--- src/rtl/dcache_controller.sv ---
// Direct-mapped, write-back, write-allocate data cache sitting between the CPU
// load/store stage and a 128-bit-block data memory.
module dcache_controller #(
  parameter int INDEX_BITS = 3
) (
  input  logic                       clock,
  input  logic                       reset,
  input  logic                       read,
  input  logic                       write,
  input  logic [31:0]                address,
  input  logic [31:0]                writedata,
  output logic [31:0]                readdata,
  output logic                       busywait,
  output logic                       mem_read,
  output logic                       mem_write,
  output logic [27:0]                mem_address,
  output logic [127:0]               mem_writedata,
  input  logic [127:0]               mem_readdata,
  input  logic                       mem_busywait
);

  localparam int TAG_BITS = 28 - INDEX_BITS;
  localparam int LINES    = 1 << INDEX_BITS;

  typedef enum logic [1:0] {IDLE, WRITEBACK, REFILL} state_t;

  state_t                state;
  logic [LINES-1:0]      valid;
  logic [LINES-1:0]      dirty;
  logic [TAG_BITS-1:0]   tags  [LINES];
  logic [127:0]          lines [LINES];

  logic [INDEX_BITS-1:0] idx;
  logic [TAG_BITS-1:0]   addr_tag;
  logic [1:0]            word;
  logic                  request;
  logic                  hit;
  logic                  addr_unused;

  assign idx         = address[3+INDEX_BITS:4];
  assign addr_tag    = address[31:4+INDEX_BITS];
  assign word        = address[3:2];
  assign addr_unused = ^address[1:0];
  assign request     = read | write;
  assign hit         = valid[idx] && (tags[idx] == addr_tag);
  assign busywait    = request && !(state == IDLE && hit);
  assign readdata    = lines[idx][{word, 5'b0} +: 32];

  // Miss handling FSM; memory-side outputs are registered and depend on state only.
  always_ff @(posedge clock or negedge reset) begin
    if (!reset) begin
      state         <= IDLE;
      valid         <= '0;
      dirty         <= '0;
      mem_read      <= 1'b0;
      mem_write     <= 1'b0;
      mem_address   <= '0;
      mem_writedata <= '0;
    end else begin
      case (state)
        IDLE: begin
          if (request && !hit) begin
            if (valid[idx] && dirty[idx]) begin
              state         <= WRITEBACK;
              mem_write     <= 1'b1;
              mem_address   <= {tags[idx], idx};
              mem_writedata <= lines[idx];
            end else begin
              state       <= REFILL;
              mem_read    <= 1'b1;
              mem_address <= address[31:4];
            end
          end else if (write && hit) begin
            dirty[idx] <= 1'b1;
          end
        end
        WRITEBACK: begin
          if (!mem_busywait) begin
            state         <= REFILL;
            mem_write     <= 1'b0;
            mem_writedata <= '0;
            mem_read      <= 1'b1;
            mem_address   <= address[31:4];
          end
        end
        REFILL: begin
          if (!mem_busywait) begin
            state       <= IDLE;
            mem_read    <= 1'b0;
            mem_address <= '0;
            valid[idx]  <= 1'b1;
            dirty[idx]  <= 1'b0;
          end
        end
        default: state <= IDLE;
      endcase
    end
  end

  // Tag and data storage survive reset; a reset in REFILL forces IDLE, so no partial fill lands.
  always_ff @(posedge clock) begin
    if (state == REFILL && !mem_busywait) begin
      lines[idx] <= mem_readdata;
      tags[idx]  <= addr_tag;
    end else if (state == IDLE && write && hit) begin
      lines[idx][{word, 5'b0} +: 32] <= writedata;
    end
  end

endmodule

--- config.mk ---
export PLATFORM = sky130hd
export DESIGN_NAME = dcache_controller
export DESIGN_NICKNAME = d
export VERILOG_FILES = /design/src/rtl/dcache_controller.sv
export SDC_FILE = /design/constraint.sdc
export NUM_CORES = 1
export LEC_CHECK = 0
export CAP_MARGIN = 10
export CORE_ASPECT_RATIO = 0.9
export CORE_MARGIN = 2
export CORE_UTILIZATION = 55
export DETAILED_ROUTE_END_ITERATION = 6
export PLACE_DENSITY_LB_ADDON = 0.3
export SLEW_MARGIN = 40
export SYNTH_ARGS = -nofsm -noshare
export SYNTH_HDL_FRONTEND = slang
export SYNTH_SLANG_ARGS = --single-unit
export TNS_END_PERCENT = 10
--- constraint.sdc ---
create_clock -name clock -period 12.5 [get_ports clock]
set_input_delay 2.5 -clock clock [delete_from_list [all_inputs] [get_ports clock]]
set_output_delay 2.5 -clock clock [all_outputs]
set_load 0.1 [all_outputs]
==> results of run 1 <==
stage by stage:
stage                     instance area (sq um)  total power, mW
final                                     63900             11.0
after global routing                      63900             11.2
after CTS                                 63800             11.0
after detailed placement                  59400             7.00
after global placement                    60200             7.01
after floorplan                           54700             6.47
final timing paths:
kind,from,end,cells after the start
min,valid[3],valid[3],1
min reg2reg,valid[3],valid[3],1
max in group asynchronous,reset,mem_writedata[23],3
max,address[4],busywait,10
max reg2reg,tags[5][7],lines[5][42],10
min in group asynchronous,reset,mem_writedata[36],1
registers in the layout, summed over array words and instances (netlist names), named ones only:
| name | cells |
|---|---|
| mem_writedata | 128 |
| tags | 200 |
| valid | 8 |
| mem_address | 28 |
| lines | 1024 |
| mem_read | 1 |
| state | 2 |
| mem_write | 1 |
synthesized netlist by cell type (all sizes together) (48+ instances only):
cell type / n
a21oi: 50
a22o: 146
a22oi: 333
buf: 78
clkbuf: 151
dfrtp: 176
edfxtp: 1224
mux2: 113
mux2i: 79
mux4: 56
nand2: 319
nand3: 48
nand4: 70
nor2: 86
o21ai: 157
power breakdown:
group | internal (mW) | switching, mW
Combinational | 0.351 | 1.24
Clock | 2.30 | 1.75
Sequential | 5.29 | 0.0594
Total | 7.94 | 3.05
cells by family (layout without fill, tap and decap cells):
family / Yosys count / in the layout / synth area share [%]
flops: 1400 / 1400 / 75.3
compound gates: 847 / 847 / 11.2
xor+xnor: 8 / 8 / 0.128
fa+ha+maj: 9 / 9 / 0.206
buf+inv: 242 / 750 / 2.07
simple gates: 606 / 606 / 5.06
mux: 248 / 248 / 6.08
worst max-delay path, stage by stage:
cell and delay (ns):
buf_4 0.58, nand2_1 0.64, buf_4 0.43, o22ai_1 0.23, nor3_1 0.10, nor4b_1 0.55, or4b_4 0.55, nor4_4 0.75
a21oi_1 0.22, buf_2 0.34
area by class of cell:
type	instances	share of cell area [%]
clock inverters	74	1.20
repair buffers	487	6.00
inverters	13	0.0764
multi-input cells	1718	20.0
well taps	1332	2.61
clock buffers	176	5.68
flip-flops and latches	1400	64.4
metal layers:
metal | global-route usage, % | vias to the layer above | share of wire (%)
met1 | 46.8 | 17600 | 36
met2 | 47.6 | 2811 | 43
met5 | 0 | - | 0.040
met4 | 13.2 | 10 | 4.1
met3 | 13.4 | 404 | 16
li1 | - | 14300 | -
==> impl_metrics.tcl, run 1 <==
set metrics [dict create \
    area_delta_synth_final_pct 16.8 \
    drtIter0Drc 5387 \
    drt_first_pass_iters 6 \
    hp-class "flip-flop to flip-flop" \
    grt_pass1_wl_microns 241000 \
    core_area_sq_um 98300 \
    async_flop_share_pct 12.6 \
    die_area_sq_um 102000 \
    relSlewSlack_pct 35.4 \
    ys_seq_area_share_pct 75.3 \
    wl_per_cell_microns 33.0 \
    mappedNetlistNets 3566 \
    portBuffers 385 \
    synthDominantCellAreaShare_pct 67.2 \
    path_max_fanout 47 \
    grt_max_degree 100 \
    fillers 6710 \
    clk_latency_ns 0.75 \
    route.detailed.drc 0 \
    grt_pass1_vias 33400 \
    multi_input_area_sq_um 12800 \
    post-place-cells 4948 \
    cts_tree "done" \
    postLayoutCoreUtil_pct 65.0 \
    finalWeightedCongestion 0.891 \
    n_antenna_cell 0 \
    syn_avg_cell_area_sq_um 16.3 \
    min_period_ns 9.46 \
    drive_above_1_share_pct 18.4 \
    finClkSkew_ns 0.0383 \
    start_kind "input port" \
    layout_setup_ws_ns 3.04 \
    critical_path_arrival_ns 6.96 \
    ys_types 64 \
    post_cts_buffers 0 \
    fmax_ghz 0.106 \
    postCtsResizedCells 0 \
    holdWs_ns 0.462 \
    syn_inst 3360 \
    vias 35100 \
    crit_required_ns 10.00 \
    status "completed" \
    ys_ff_latch 1400 \
    numCtsBuffers 136 \
    seq_area_sq_um 41200 \
    ir_drop_mv 0.138 \
    vias_per_cell 6.75 \
    synth_edf_count 1224 \
    grt_usage_pct 33.5 \
    layout.cells.most_common_list "edfxtp_1 (1,224), a22oi_1 (333), nand2_1 (319)" \
    hold_violations 0 \
    hold_buffers 0 \
    r2r_setup_slack_ns 6.82 \
    cp-end-kind "output port" \
    tightest_slew_ns 0.959 \
    drv_slew 0 \
    clkSlewWorstSetupHoldPaths_ns 0.06 \
    h-tree-depth 4 \
    final_common_cell "edfxtp_1" \
    layoutNonFillerInstCount 5200 \
    fin_crit_sh_pct 75.7 \
    synth_flop_cell "edfxtp_1" \
    finalNetCount 3962 \
    fin_tns_setup_ns 0 \
    cellPowerDensity_nw_per_um2 172 \
    ios 388 \
    synth_area_leader_cell "edfxtp_1" \
    yosys_warnings 0 \
    pre_cts_ws_ns 3.06 \
    rsz0062_at_grt "false" \
    clockBufferDepth 3 \
    die_y_microns 303 \
    wl_microns 171000 \
    place_hpwl_microns 105000 \
    synth_area_sq_um 54700 \
    antenna_found_initial 12 \
    gr-total-overflow 0 \
    ant_nets 0 \
    synth_area_leaders "edfxtp_1 (67%), dfrtp_1 (8.1%), a22oi_1 (4.6%)" \
    cts.sinks 1400 \
    ctsRootBufferMaster "clkbuf_16" \
    setup_violations 0 \
    start_util_pct 55.6 \
    fp.dieW_microns 336 \
    crit_type "input port to output port" \
    num_rows 109 \
    p_leak_nw 22.2 \
    maxCapViolCount 0 \
]
(Power assumes the default switching activity.)
==> run 2: changes to the inputs <==
--- a/config.mk
+++ b/config.mk
@@ -8,7 +8,7 @@
 export CAP_MARGIN = 10
 export CORE_ASPECT_RATIO = 0.9
 export CORE_MARGIN = 2
-export CORE_UTILIZATION = 55
+export CORE_UTILIZATION = 53
 export DETAILED_ROUTE_END_ITERATION = 6
 export PLACE_DENSITY_LB_ADDON = 0.3
 export SLEW_MARGIN = 40
==> constraint.sdc (replaced) <==
create_clock -name clock -period 7.6 [get_ports clock]
set_input_delay 1.52 -clock clock [delete_from_list [all_inputs] [get_ports clock]]
set_output_delay 1.52 -clock clock [all_outputs]
set_load 0.1 [all_outputs]
==> impl_metrics.tcl, run 2 (same netlist as run 1, synthesis figures left out) <==
set metrics [dict create \
    ir_drop_mv 0.292 \
    multi_input_area_sq_um 12800 \
    maxCapViolCount 0 \
    drtIter0Drc 5252 \
    start_kind "input port" \
    clkSlewWorstSetupHoldPaths_ns 0.06 \
    vias_per_cell 6.62 \
    largest_reg_flops 1024 \
    drv_slew 0 \
    reg_top3 "lines (1024), tags (200), mem_writedata (128)" \
    hold_violations 0 \
    cellPowerDensity_nw_per_um2 282 \
    path_max_fanout 25 \
    setup_violations 0 \
    p_comb_share_pct 14.9 \
    numCtsBuffers 139 \
    fmax_ghz 0.152 \
    postCtsResizedCells 0 \
    wl_per_cell_microns 32.5 \
    clk_latency_ns 0.77 \
    p_leak_nw 22.8 \
    p_clk_share_pct 37.3 \
    cts_tree "done" \
    finalWeightedCongestion 0.902 \
    seq_area_sq_um 41200 \
    wl_met2_microns 75200 \
    ff2ff_path_depth 11 \
    crit_required_ns 6.08 \
    switching_share_pct 27.6 \
    cp-end-kind "output port" \
    grt_pass1_wl_microns 241000 \
    ios 388 \
    portBuffers 385 \
    grt_usage_pct 32.3 \
    die_area_sq_um 106000 \
    antenna_found_initial 10 \
    holdWs_ns 0.464 \
    tightest_slew_ns 1.00 \
    hold_depth 1 \
    gr-total-overflow 0 \
    pwr-share-seq_pct 47.9 \
    final_common_cell "edfxtp_1" \
    route.detailed.drc 0 \
    finClkSkew_ns 0.0311 \
    grt_max_degree 96 \
    wl_microns 172000 \
    hold_buffers 0 \
    start_util_pct 53.6 \
    h-tree-depth 4 \
    post-place-cells 5022 \
    min_period_ns 6.56 \
    ant_nets 0 \
    clockBufferDepth 3 \
    relSlewSlack_pct 32.6 \
    drive_above_1_share_pct 20.1 \
    fin_tns_setup_ns 0 \
    vias 35000 \
    num_rows 111 \
    hp-class "flip-flop to flip-flop" \
    rsz0062_at_grt "false" \
    wl_met3_microns 26800 \
    critical_path_arrival_ns 5.04 \
    fillers 7056 \
    routedLengthMet1_microns 62600 \
    ctsRootBufferMaster "clkbuf_16" \
    internal-power_mw 13.3 \
    post_cts_buffers 0 \
    fp.dieW_microns 343 \
    top_register "lines" \
    grt_pass1_vias 33300 \
    drt_first_pass_iters 6 \
    core_area_sq_um 102000 \
    place_hpwl_microns 109000 \
    area_delta_synth_final_pct 19.1 \
    finalNetCount 4014 \
    crit_type "input port to output port" \
    status "completed" \
    layout.cells.most_common_list "edfxtp_1 (1,224), a22oi_1 (333), nand2_1 (319)" \
    cts.sinks 1400 \
    top_layer_used "met5" \
    switching_power_mw 5.07 \
    layoutNonFillerInstCount 5285 \
    fin_crit_sh_pct 86.4 \
    die_y_microns 309 \
]
## run 2: changes by cell type in the layout (fill, tap and decap cells not counted), moves of 6 or more
cell      previous run  this run
o21ai_1             68        76
o21ai_0             89        81
buf_2              192       159
clkinv_1            32        20
buf_4               85       126
clkbuf_1            35        27
clkinv_2            13        26
clkbuf_8             4        10
buf_12               4        57
## run 2: power groups by stage
stage / Sequential (mW) / Clock (mW) / Combinational [mW]
2_1_floorplan: 9.48 / 0 / 1.16
3_3_place_gp: 8.94 / 0 / 2.73
3_5_place_dp: 8.95 / 0 / 2.68
4_1_cts: 8.79 / 6.88 / 2.69
5_1_grt: 8.81 / 7.18 / 2.81
6_report: 8.79 / 6.84 / 2.73
## run 2: cell type report
type                       count  area share [%]
timing repair buffer         536            7.46
tap                         1356            2.61
sequential                  1400            63.2
multi-input combinational   1718            19.6
clock buffer                 179            5.82
antenna                        3          0.0115
clock inverter                80            1.18
inverter                      13          0.0788
## run 2: path summary, 6_finish.rpt
| check | start | to | slack, ns |
|---|---|---|---|
| max in group asynchronous | reset | mem_writedata[87] | 5.61 |
| min in group asynchronous | reset | mem_writedata[39] | 0.73 |
| max | address[4] | readdata[9] | 1.04 |
| max reg2reg | tags[7][0] | lines[5][119] | 3.23 |
| min reg2reg | valid[2] | valid[2] | 0.46 |
| min | valid[2] | valid[2] | 0.46 |
## run 2: through the flow
stage | area [sq um] | setup WS [ns] | power, mW | utilization (%)
2_1_floorplan | 54700 | 0.718 | 10.6 | -
3_3_place_gp | 61200 | 1.17 | 11.7 | 60.0
3_5_place_dp | 60500 | 1.13 | 11.6 | 59.3
4_1_cts | 65100 | 1.12 | 18.4 | 63.7
5_1_grt | 65100 | 0.888 | 18.8 | 63.8
6_report | 65100 | 1.04 | 18.4 | 63.8
## run 2: layer usage
layer,track usage (%),up-vias
met5,0,-
met4,12.8,6
met3,12.2,398
met2,46.7,2768
met1,44.5,17400
li1,-,14400
## run 2: critical path, cell delays in order
cell and delay, ns:
buf_4 0.34, nand2b_1 0.59, buf_4 0.38, nor2_4 0.14, buf_8 0.21, a22oi_1 0.21, nand4_1 0.60, mux4_2 0.76
buf_12 0.21
